[src/rtl/lfsr_cipher_engine.sv]
// LFSR stream cipher engine: encrypts a padded message frame with parity
// insertion, or decrypts a ciphertext frame and counts parity failures.
// One character per cycle against an asynchronous-read memory.
module lfsr_cipher_engine #(
  parameter int unsigned      DW       = 8,
  parameter int unsigned      LW       = 7,
  parameter int unsigned      FRAME    = 64,
  parameter int unsigned      MSG_MAX  = 49,
  parameter int unsigned      PRE_MIN  = 10,
  parameter int unsigned      PRE_MAX  = 15,
  parameter int unsigned      SRC_BASE = 0,
  parameter int unsigned      DST_BASE = 64,
  parameter logic [DW-1:0]    PAD_CHAR = 8'h20,
  parameter int unsigned      AW       = 8
) (
  input  logic          Clk,
  input  logic          Reset,
  input  logic          Start,
  output logic          Ack,
  input  logic          mode,
  input  logic [7:0]    cfg_pre_len,
  input  logic [7:0]    cfg_msg_len,
  input  logic [LW-1:0] cfg_taps,
  input  logic [LW-1:0] cfg_init,
  output logic [AW-1:0] rd_addr,
  input  logic [DW-1:0] rd_data,
  output logic          wr_en,
  output logic [AW-1:0] wr_addr,
  output logic [DW-1:0] wr_data,
  output logic [6:0]    par_err_cnt,
  output logic          busy
);

  // state  | meaning
  // IDLE   | waiting for Start low
  // INIT   | latch config, clamp lengths, seed LFSR
  // RUN    | one character per cycle, FRAME cycles
  // DONE   | Ack high until Start goes high
  typedef enum logic [1:0] {S_IDLE, S_INIT, S_RUN, S_DONE} state_t;

  state_t        state;
  logic          mode_q;
  logic [LW-1:0] taps_q;
  logic [LW-1:0] lfsr;
  logic [7:0]    pre_q;
  logic [7:0]    len_q;
  logic [7:0]    idx;

  logic [7:0]    pre_clamped;
  logic [7:0]    len_clipped;
  logic          in_msg;
  logic [7:0]    msg_off;
  logic [DW-1:0] src;
  logic [LW-1:0] x;

  // Configuration clamping applied when INIT latches the run parameters.
  always_comb begin
    if (cfg_pre_len < 8'(PRE_MIN))      pre_clamped = 8'(PRE_MIN);
    else if (cfg_pre_len > 8'(PRE_MAX)) pre_clamped = 8'(PRE_MAX);
    else                                pre_clamped = cfg_pre_len;
    len_clipped = (cfg_msg_len > 8'(MSG_MAX)) ? 8'(MSG_MAX) : cfg_msg_len;
  end

  assign in_msg  = (idx >= pre_q) && (idx < pre_q + len_q);
  assign msg_off = idx - pre_q;

  // Read/modify/write datapath: the read is async, so the write of the same
  // character happens in the same cycle. Reset gates the strobe at once.
  always_comb begin
    src     = PAD_CHAR;
    x       = '0;
    rd_addr = '0;
    wr_en   = 1'b0;
    wr_addr = '0;
    wr_data = '0;
    if (state == S_RUN) begin
      if (mode_q) begin
        rd_addr = AW'(SRC_BASE) + AW'(idx);
        src     = rd_data;
      end else if (in_msg) begin
        rd_addr = AW'(SRC_BASE) + AW'(msg_off);
        src     = rd_data;
      end
      x       = src[LW-1:0] ^ lfsr;
      wr_en   = !Reset;
      wr_addr = AW'(DST_BASE) + AW'(idx);
      wr_data = mode_q ? {1'b0, x} : {^x, x};
    end
  end

  // Sequencer with registered Ack/busy and the parity error counter.
  always_ff @(posedge Clk) begin
    if (Reset) begin
      state       <= S_IDLE;
      Ack         <= 1'b0;
      busy        <= 1'b0;
      par_err_cnt <= '0;
      mode_q      <= 1'b0;
      taps_q      <= '0;
      lfsr        <= LW'(1);
      pre_q       <= '0;
      len_q       <= '0;
      idx         <= '0;
    end else begin
      case (state)
        S_IDLE: begin
          Ack <= 1'b0;
          if (!Start) begin
            state <= S_INIT;
            busy  <= 1'b1;
          end
        end
        S_INIT: begin
          if (Start) begin
            state <= S_IDLE;
            busy  <= 1'b0;
          end else begin
            mode_q      <= mode;
            taps_q      <= cfg_taps;
            pre_q       <= pre_clamped;
            len_q       <= len_clipped;
            lfsr        <= (cfg_init == '0) ? LW'(1) : cfg_init;
            idx         <= '0;
            par_err_cnt <= '0;
            state       <= S_RUN;
          end
        end
        S_RUN: begin
          if (Start) begin
            state <= S_IDLE;
            busy  <= 1'b0;
          end else begin
            lfsr <= {lfsr[LW-2:0], ^(lfsr & taps_q)};
            idx  <= idx + 8'd1;
            if (mode_q && (^src) && (par_err_cnt != 7'h7f))
              par_err_cnt <= par_err_cnt + 7'd1;
            if (idx == 8'(FRAME - 1)) begin
              state <= S_DONE;
              busy  <= 1'b0;
              Ack   <= 1'b1;
            end
          end
        end
        S_DONE: begin
          if (Start) begin
            state <= S_IDLE;
            Ack   <= 1'b0;
          end
        end
        default: state <= S_IDLE;
      endcase
    end
  end

endmodule
[config.mk]
export PLATFORM = sky130hd
export DESIGN_NAME = lfsr_cipher_engine
export DESIGN_NICKNAME = d
export VERILOG_FILES = /design/src/rtl/lfsr_cipher_engine.sv
export SDC_FILE = /design/constraint.sdc
export NUM_CORES = 1
export LEC_CHECK = 0
export BUFFER_PORTS_ARGS = -buffer_cell sky130_fd_sc_hd__clkbuf_2
export CAP_MARGIN = 20
export CORE_MARGIN = 2
export CORE_UTILIZATION = 50
export DETAILED_ROUTE_END_ITERATION = 7
export PLACE_DENSITY = 0.74
export SLEW_MARGIN = 0
export SYNTH_ARGS = -nofsm -noshare
export SYNTH_HDL_FRONTEND = slang
export SYNTH_SLANG_ARGS = --single-unit
[constraint.sdc]
create_clock -name Clk -period 4.05 [get_ports Clk]
set_clock_uncertainty 0.15 [all_clocks]
set_input_delay 0.2025 -clock Clk [delete_from_list [all_inputs] [get_ports Clk]]
set_output_delay 0.2025 -clock Clk [all_outputs]
set_load 0.01 [all_outputs]
Word level (Yosys, flattened, before mapping)
Index checks and enable logic that the tools add are counted.
{"block": "totals", "output_inout_bits": 34, "inputBits": 42, "register_bits": 50, "wordCells": 93}
{"block": "classes", "n_mux": 39, "bitwise": 3, "order_cmp": 5, "n_addsub": 5, "eq_ne": 13, "reduce_logical": 18}
{"cell": "two-way mux 8 bit", "n": 15}
{"cell": "two-way mux 7 bit", "n": 6}
{"cell": "case mux 7 bit (2 select lines)", "n": 2}
{"cell": "case mux 8 bit (2 select lines)", "n": 1}
{"cell": "XOR reduction 7 bit", "n": 2}
{"cell": "AND reduction 4 bit", "n": 3}
{"cell": "two-way mux 2 bit", "n": 5}
{"cell": "inequality test 2 bit, second input constant", "n": 5}
{"cell": "adder 7 x 8 -> 8 bit, first input constant", "n": 1}
{"cell": "adder 8 x 1 -> 8 bit, second input constant", "n": 1}
{"cell": "adder 8 bit", "n": 1}
{"cell": "== test 8 x 6 -> 1 bit, second input constant", "n": 1}
{"cell": "greater-or-equal comparator 8 bit", "n": 1}
{"cell": "> comparator 8 x 4 -> 1 bit, second input constant", "n": 1}
{"cell": "> comparator 8 x 6 -> 1 bit, second input constant", "n": 1}
{"cell": "less-than comparator 8 x 4 -> 1 bit, second input constant", "n": 1}
{"cell": "less-than comparator 8 bit", "n": 1}
{"cell": "case mux 2 bit (4 select lines)", "n": 1}
{"cell": "XOR reduction 8 bit", "n": 1}
{"cell": "subtractor 8 bit", "n": 1}
{"cell": "adder 7 x 1 -> 7 bit, second input constant", "n": 1}
{"cell": "bitwise AND 7 bit", "n": 1}
{"cell": "zero test 7 bit", "n": 1}
{"cell": "two-way mux 1 bit", "n": 7}
{"cell": "15 further kinds", "n": 22}

Depth between registers and ports, before layout
{"block": "logic_depth", "word_depth": 13, "mapped_depth": 16, "depth_no_buf": 14}

Worst setup path before layout
Ideal clock, no wire load.
{"block": "synth_timing", "kind": "register -> output", "startpoint": "register pre_q[0]", "endpoint": "output rd_addr[3]", "path_stages_with_launch": 15, "setup_slack_ns": 0.463, "required_time_ns": 3.697, "n_path_buf": 1, "t_arrival_ns": 3.235, "cell_sequence": "dfxtp_1 ha_1 fa_1 a21o_1 a21oi_1 o21bai_1 a21oi_1 xor2_1 ha_1 a21o_1 a21o_1 a211oi_2 buf_6 or3b_1 a21boi_1"}
{"block": "synth_via", "elab_chain_cells": 6, "elab_cells_between_ends": 8, "cone_classes": "add/sub: 2; order compare: 2; mux: 3; reduce/logical: 1"}
{"element": "start, declared", "line": "45", "source": "logic [7:0] pre_q;"}
{"element": "start signal, assigned", "line": "120", "source": "pre_q <= pre_clamped;"}
{"element": "adder 8 bit", "line": "64", "source": "assign in_msg = (idx >= pre_q) && (idx < pre_q + len_q);"}
{"element": "less-than comparator 8 bit", "line": "64"}
{"element": "logical AND 1 bit", "line": "64"}
{"element": "two-way mux 8 bit *", "line": "80", "source": "end else if (in_msg) begin"}
{"element": "two-way mux 8 bit *", "line": "77", "source": "if (mode_q) begin"}
{"element": "two-way mux 8 bit *", "line": "76", "source": "if (state == S_RUN) begin"}
{"element": "end, declared", "line": "25", "source": "output logic [AW-1:0] rd_addr,"}
Every way passes the cells marked *; elsewhere a longest branch is shown, timed or not.

Worst setup path after layout
{"block": "layout_timing", "startpoint": "register len_q[1]", "endpoint": "output rd_addr[3]"}
{"block": "layout_via", "elab_chain_cells": 6}
{"element": "start, declared", "line": "46", "source": "logic [7:0] len_q;"}
{"element": "start signal, assigned", "line": "121", "source": "len_q <= len_clipped;"}
{"element": "adder 8 bit", "line": "64"}
{"element": "less-than comparator 8 bit", "line": "64"}
{"element": "logical AND 1 bit", "line": "64"}
{"element": "two-way mux 8 bit", "line": "80"}
{"element": "two-way mux 8 bit", "line": "77"}
{"element": "two-way mux 8 bit", "line": "76"}
No other way between the ends.

==> flow_summary_export.csv <==
group,metric,value,unit
floorplanning,row_count,31,
job,maxCapViolCount,0,
synthesis,yosys_warnings,0,
detailed_routing,drc,0,
floorplanning,boundaryPins,76,
detailed_routing,ant_nets,0,
detailed_routing,via_per_inst,5.63,
global_route,grt_pass1_vias,3348,
floorplanning,fp.dieArea,8100,µm²
cts,clk_pin_slew,100,ps
synthesis,ys_ff_latch,50,
synthesis,synth_top_family_by_area,"simple AND/OR/NAND/NOR gates",
setup_path,crit_type,"reg2out",
setup_path,arrival,3840,ps
placement,gp_congestion,0.881,
sta,min_period_over_period,1.04,
synthesis,yosysSeqAreaShare,0.271,
sta,rsz0062_at_grt,"yes",
sta,max_freq,0.239,GHz
worst_hold_path,worstHoldPathType,"in2reg",
detailed_routing,drt-total-wl,9400,µm
floorplanning,die_h,90.0,µm
worst_hold_path,min_to,"lfsr[2]",
global_route,grt_overflow,0,
sta,hold_viol,0,
power,combPwrFrac,0.323,
sta,min_period,4190,ps
setup_path,endpoint_kind,"output pin",
setup_path,r2r-end,"idx[2]",
setup_path,ff2ff_path_depth,7,
floorplanning,start_util,0.513,
floorplanning,die_w,90.0,µm
power,clock_power_share,0.240,
detailed_routing,firstDrtPassIters,5,
global_route,grt.total_usage,0.227,
detailed_routing,vias,3636,
setup_path,rrSetupSlack,1520,ps
synthesis,synth_compound_area_frac,0.190,
floorplanning,coreArea,7210,µm²
setup_path,worstPathMaxFanout,5,
sta,relSlewSlack,0.346,
placement,numPortBuffers,75,
cts,insertion_delay,310,ps
synthesis,synthMuxAreaShare,0.00676,
power,power,0.00124,W
cts,root_buffer,"clkbuf_8",
setup_path,worstPathCellList,"buf_6 -> fa_2 -> a21o_1 -> a21oi_2 -> o21bai_1 -> a21oi_1 -> xor2_1 -> ha_1 -> a21o_1 -> a21o_1 -> a211oi_4 -> buf_6 -> buf_16 -> or3b_4 -> a21boi_2 -> buf_2",
global_route,grt_pass1_wl,15500,µm
synthesis,synth_xor_area_frac,0.0950,
cts,cts_htree_levels,2,
power,swShare,0.319,
cells_and_area,fillers,651,
synthesis,synth_enable_flop_cells,0,
synthesis,netlist_area,3700,µm²
sta,slew_viol_final,0,
global_route,antenna_found_initial,0,
synthesis,ys_types,59,
setup_path,cp.required,3700,ps
power,powerDensity,273,nW/µm²
detailed_routing,drt_iter0_drc,176,
cells_and_area,area_growth,23.0,%
setup_path,path_common_cell,"a21o_1",
cts,cts_tree,"yes",
setup_path,crit_path_top_delay_cell,"fa_2",
power,internal-power,0.000846,W
placement,dp_hpwl,6620,µm
cts,clock-sinks,50,
synthesis,ys_async_sr_fraction,0,
cells_and_area,antennaDiodeCount,0,
run_status,violations,"setup timing",
synthesis,synthAdderAreaFrac,0.116,
sta,worst_slack,-142,ps
power,ir_drop,0.189,mV
cells_and_area,layout.nets,621,
cts,cts-buffers-inserted,5,
worst_hold_path,hold_path_startpoint,"cfg_init[2]",
setup_path,cpPeakStageDelay,400,ps
setup_path,worstSetupStartpointType,"flip-flop",
cells_and_area,drive_above_1_share,0.239,
synthesis,synth_nets,531,
synthesis,syn_avg_cell_area,8.11,µm²
synthesis,synth_flop_cell,"dfxtp_1",
synthesis,synthSimpleGateAreaFrac,0.270,
worst_hold_path,holdPathStages,3,
cts,clock_path_buffers,2,
detailed_routing,wire_per_inst,14.6,µm
synthesis,synthCells,456,
setup_path,r2r_start,"state[0]",
power,seqPwrFrac,0.437,
global_route,grt_max_degree,53,
sta,setup_violations,11,
sta,worst_pin_slew,980,ps
run_status,status,"finished with violations",
power,p_switching,0.000396,W
power,p_leak,1.96,nW
sta,setup_tns,-829,ps
[routing by layer]
metal  vias to the layer above  global-route usage  part of all wire  wire, µm
li1                       1809                   -                 -         -
met1                      1711               0.300              0.46      4370
met2                       105               0.386              0.48      4490
met3                        11              0.0377             0.046       433
met4                         0              0.0603             0.011       108
met5                         -                   0                 0         0
[cell usage after synthesis (2+ instances only)]
cell type,number,area share
a2111oi_0,2,0.0047
a211oi_1,7,0.014
a31oi_1,2,0.0034
nor2b_1,9,0.015
inv_1,22,0.022
and3_1,2,0.0034
nand3_1,9,0.012
o21a_1,3,0.0061
o31ai_1,5,0.010
nor3_1,9,0.012
xnor2_1,25,0.059
a211o_1,2,0.0047
ha_1,31,0.10
and2_1,10,0.017
or4_1,3,0.0061
nand4b_1,7,0.017
a21oi_1,28,0.038
or3_1,9,0.015
a21boi_0,2,0.0041
a31o_2,2,0.0047
o22ai_1,2,0.0034
and4bb_2,3,0.010
clkbuf_1,20,0.020
dfxtp_1,50,0.27
and4b_2,5,0.015
xnor3_1,2,0.012
nand4_1,4,0.0068
a311oi_1,6,0.014
fa_1,2,0.011
o21ai_0,16,0.022
nand2b_1,11,0.019
xor2_1,10,0.024
a22oi_1,6,0.012
nor4bb_1,2,0.0054
nor2_1,44,0.045
nand3b_1,3,0.0061
o211ai_1,5,0.010
a221oi_1,2,0.0047
nand2_1,46,0.047
or3b_1,2,0.0047
a21o_1,8,0.016
[how the worst max path moves through the flow]
stage	end	cells past startpoint	slack, ps	from
CTS	wr_data[1]	16	-20	len_q[1]
global placement	wr_data[1]	15	190	pre_q[0]
detailed placement	wr_data[3]	15	130	pre_q[0]
global route	rd_addr[3]	16	-340	len_q[1]
finish	rd_addr[3]	16	-140	len_q[1]
floorplan	rd_addr[3]	14	460	pre_q[0]
[timing repair]
action                                 4_1_cts  5_1_grt
cloned                                       2        0
setup endpoints to repair                    8       16
endpoints found under the hold margin       10        0
setup buffers                               10        6
resized for setup                           14       19
hold buffers                                10        0
pin swaps                                   18       20
[final cells by class]
type | instances | area [µm²] | area share
clock buffer | 5 | 68.8 | 0.0151
timing repair buffer | 106 | 684 | 0.150
multi-input combinational | 361 | 2560 | 0.562
tap | 99 | 124 | 0.0272
clock inverter | 3 | 21.3 | 0.00468
inverter | 22 | 82.6 | 0.0182
sequential | 50 | 1010 | 0.222
[layout by cell type (no fill, tap or decap), types with 3 or more instances in the layout]
master         count
xnor2_1           25
and4bb_2           3
a311oi_1           6
nand3b_1           3
dlygate4sd3_1     10
buf_2             10
buf_6              3
dfxtp_1           47
inv_1             22
nor2b_1            9
a22oi_1            6
o211ai_1           5
nor3_1             9
nand4b_1           7
nand4_1            4
xor2_1            10
nand2_1           46
nand3_1            9
o21a_1             3
o21ai_0           16
o31ai_1            5
a211oi_1           7
ha_1              29
a21o_1             8
and2_1            10
nand2b_1          11
buf_4             16
clkbuf_8           5
a21oi_1           26
and4b_2            5
or3_1              9
nor2_1            43
clkbuf_2          65
or4_1              3
[cell families (layout without fill, tap and decap cells)]
group,count (synthesis),in the layout
buffers and inverters,45,136
xor gates and xnor gates,37,37
AOI/OAI and AO/OA,105,105
adders and majority gates,33,33
and+or+nand+nor,184,184
muxes,2,2
DFF,50,50
[worst max-delay path: cells and delay by family, from the launching register on]
family	cells	cell delay [ps]
fa+ha+maj	2	660
buf+inv	4	520
compound gates	8	1440
xor+xnor	1	170
simple gates	1	370
flops	1	370
[through the flow]
step / utilization / instances / hold WS, ps / setup slack, ps / instance area [µm²]
floorplan: - / 456 / 187 / 463 / 3700
global placement: 0.573 / 611 / 280 / 187 / 4130
detailed placement: 0.573 / 611 / 289 / 129 / 4130
CTS: 0.624 / 641 / 10.2 / -16.5 / 4500
global route: 0.631 / 646 / 24.2 / -337 / 4550
finish: 0.631 / 646 / 9.58 / -142 / 4550
[power groups by stage]
stage / Sequential (W) / Combinational [W] / Clock (W)
4_1_cts: 0.000541 / 0.000398 / 0.000303
2_1_floorplan: 0.000540 / 0.000244 / 0
6_report: 0.000543 / 0.000401 / 0.000298
5_1_grt: 0.000546 / 0.000436 / 0.000323
3_3_place_gp: 0.000551 / 0.000304 / 0
3_5_place_dp: 0.000553 / 0.000308 / 0
[sequential cells by signal (all words and copies together), names as in the netlist]
register / cells
state: 2
taps_q: 7
Ack: 1
idx: 8
busy: 1
lfsr: 7
pre_q: 8
len_q: 8
par_err_cnt: 7
mode_q: 1
No activity file was read; power rests on OpenSTA's default activity.
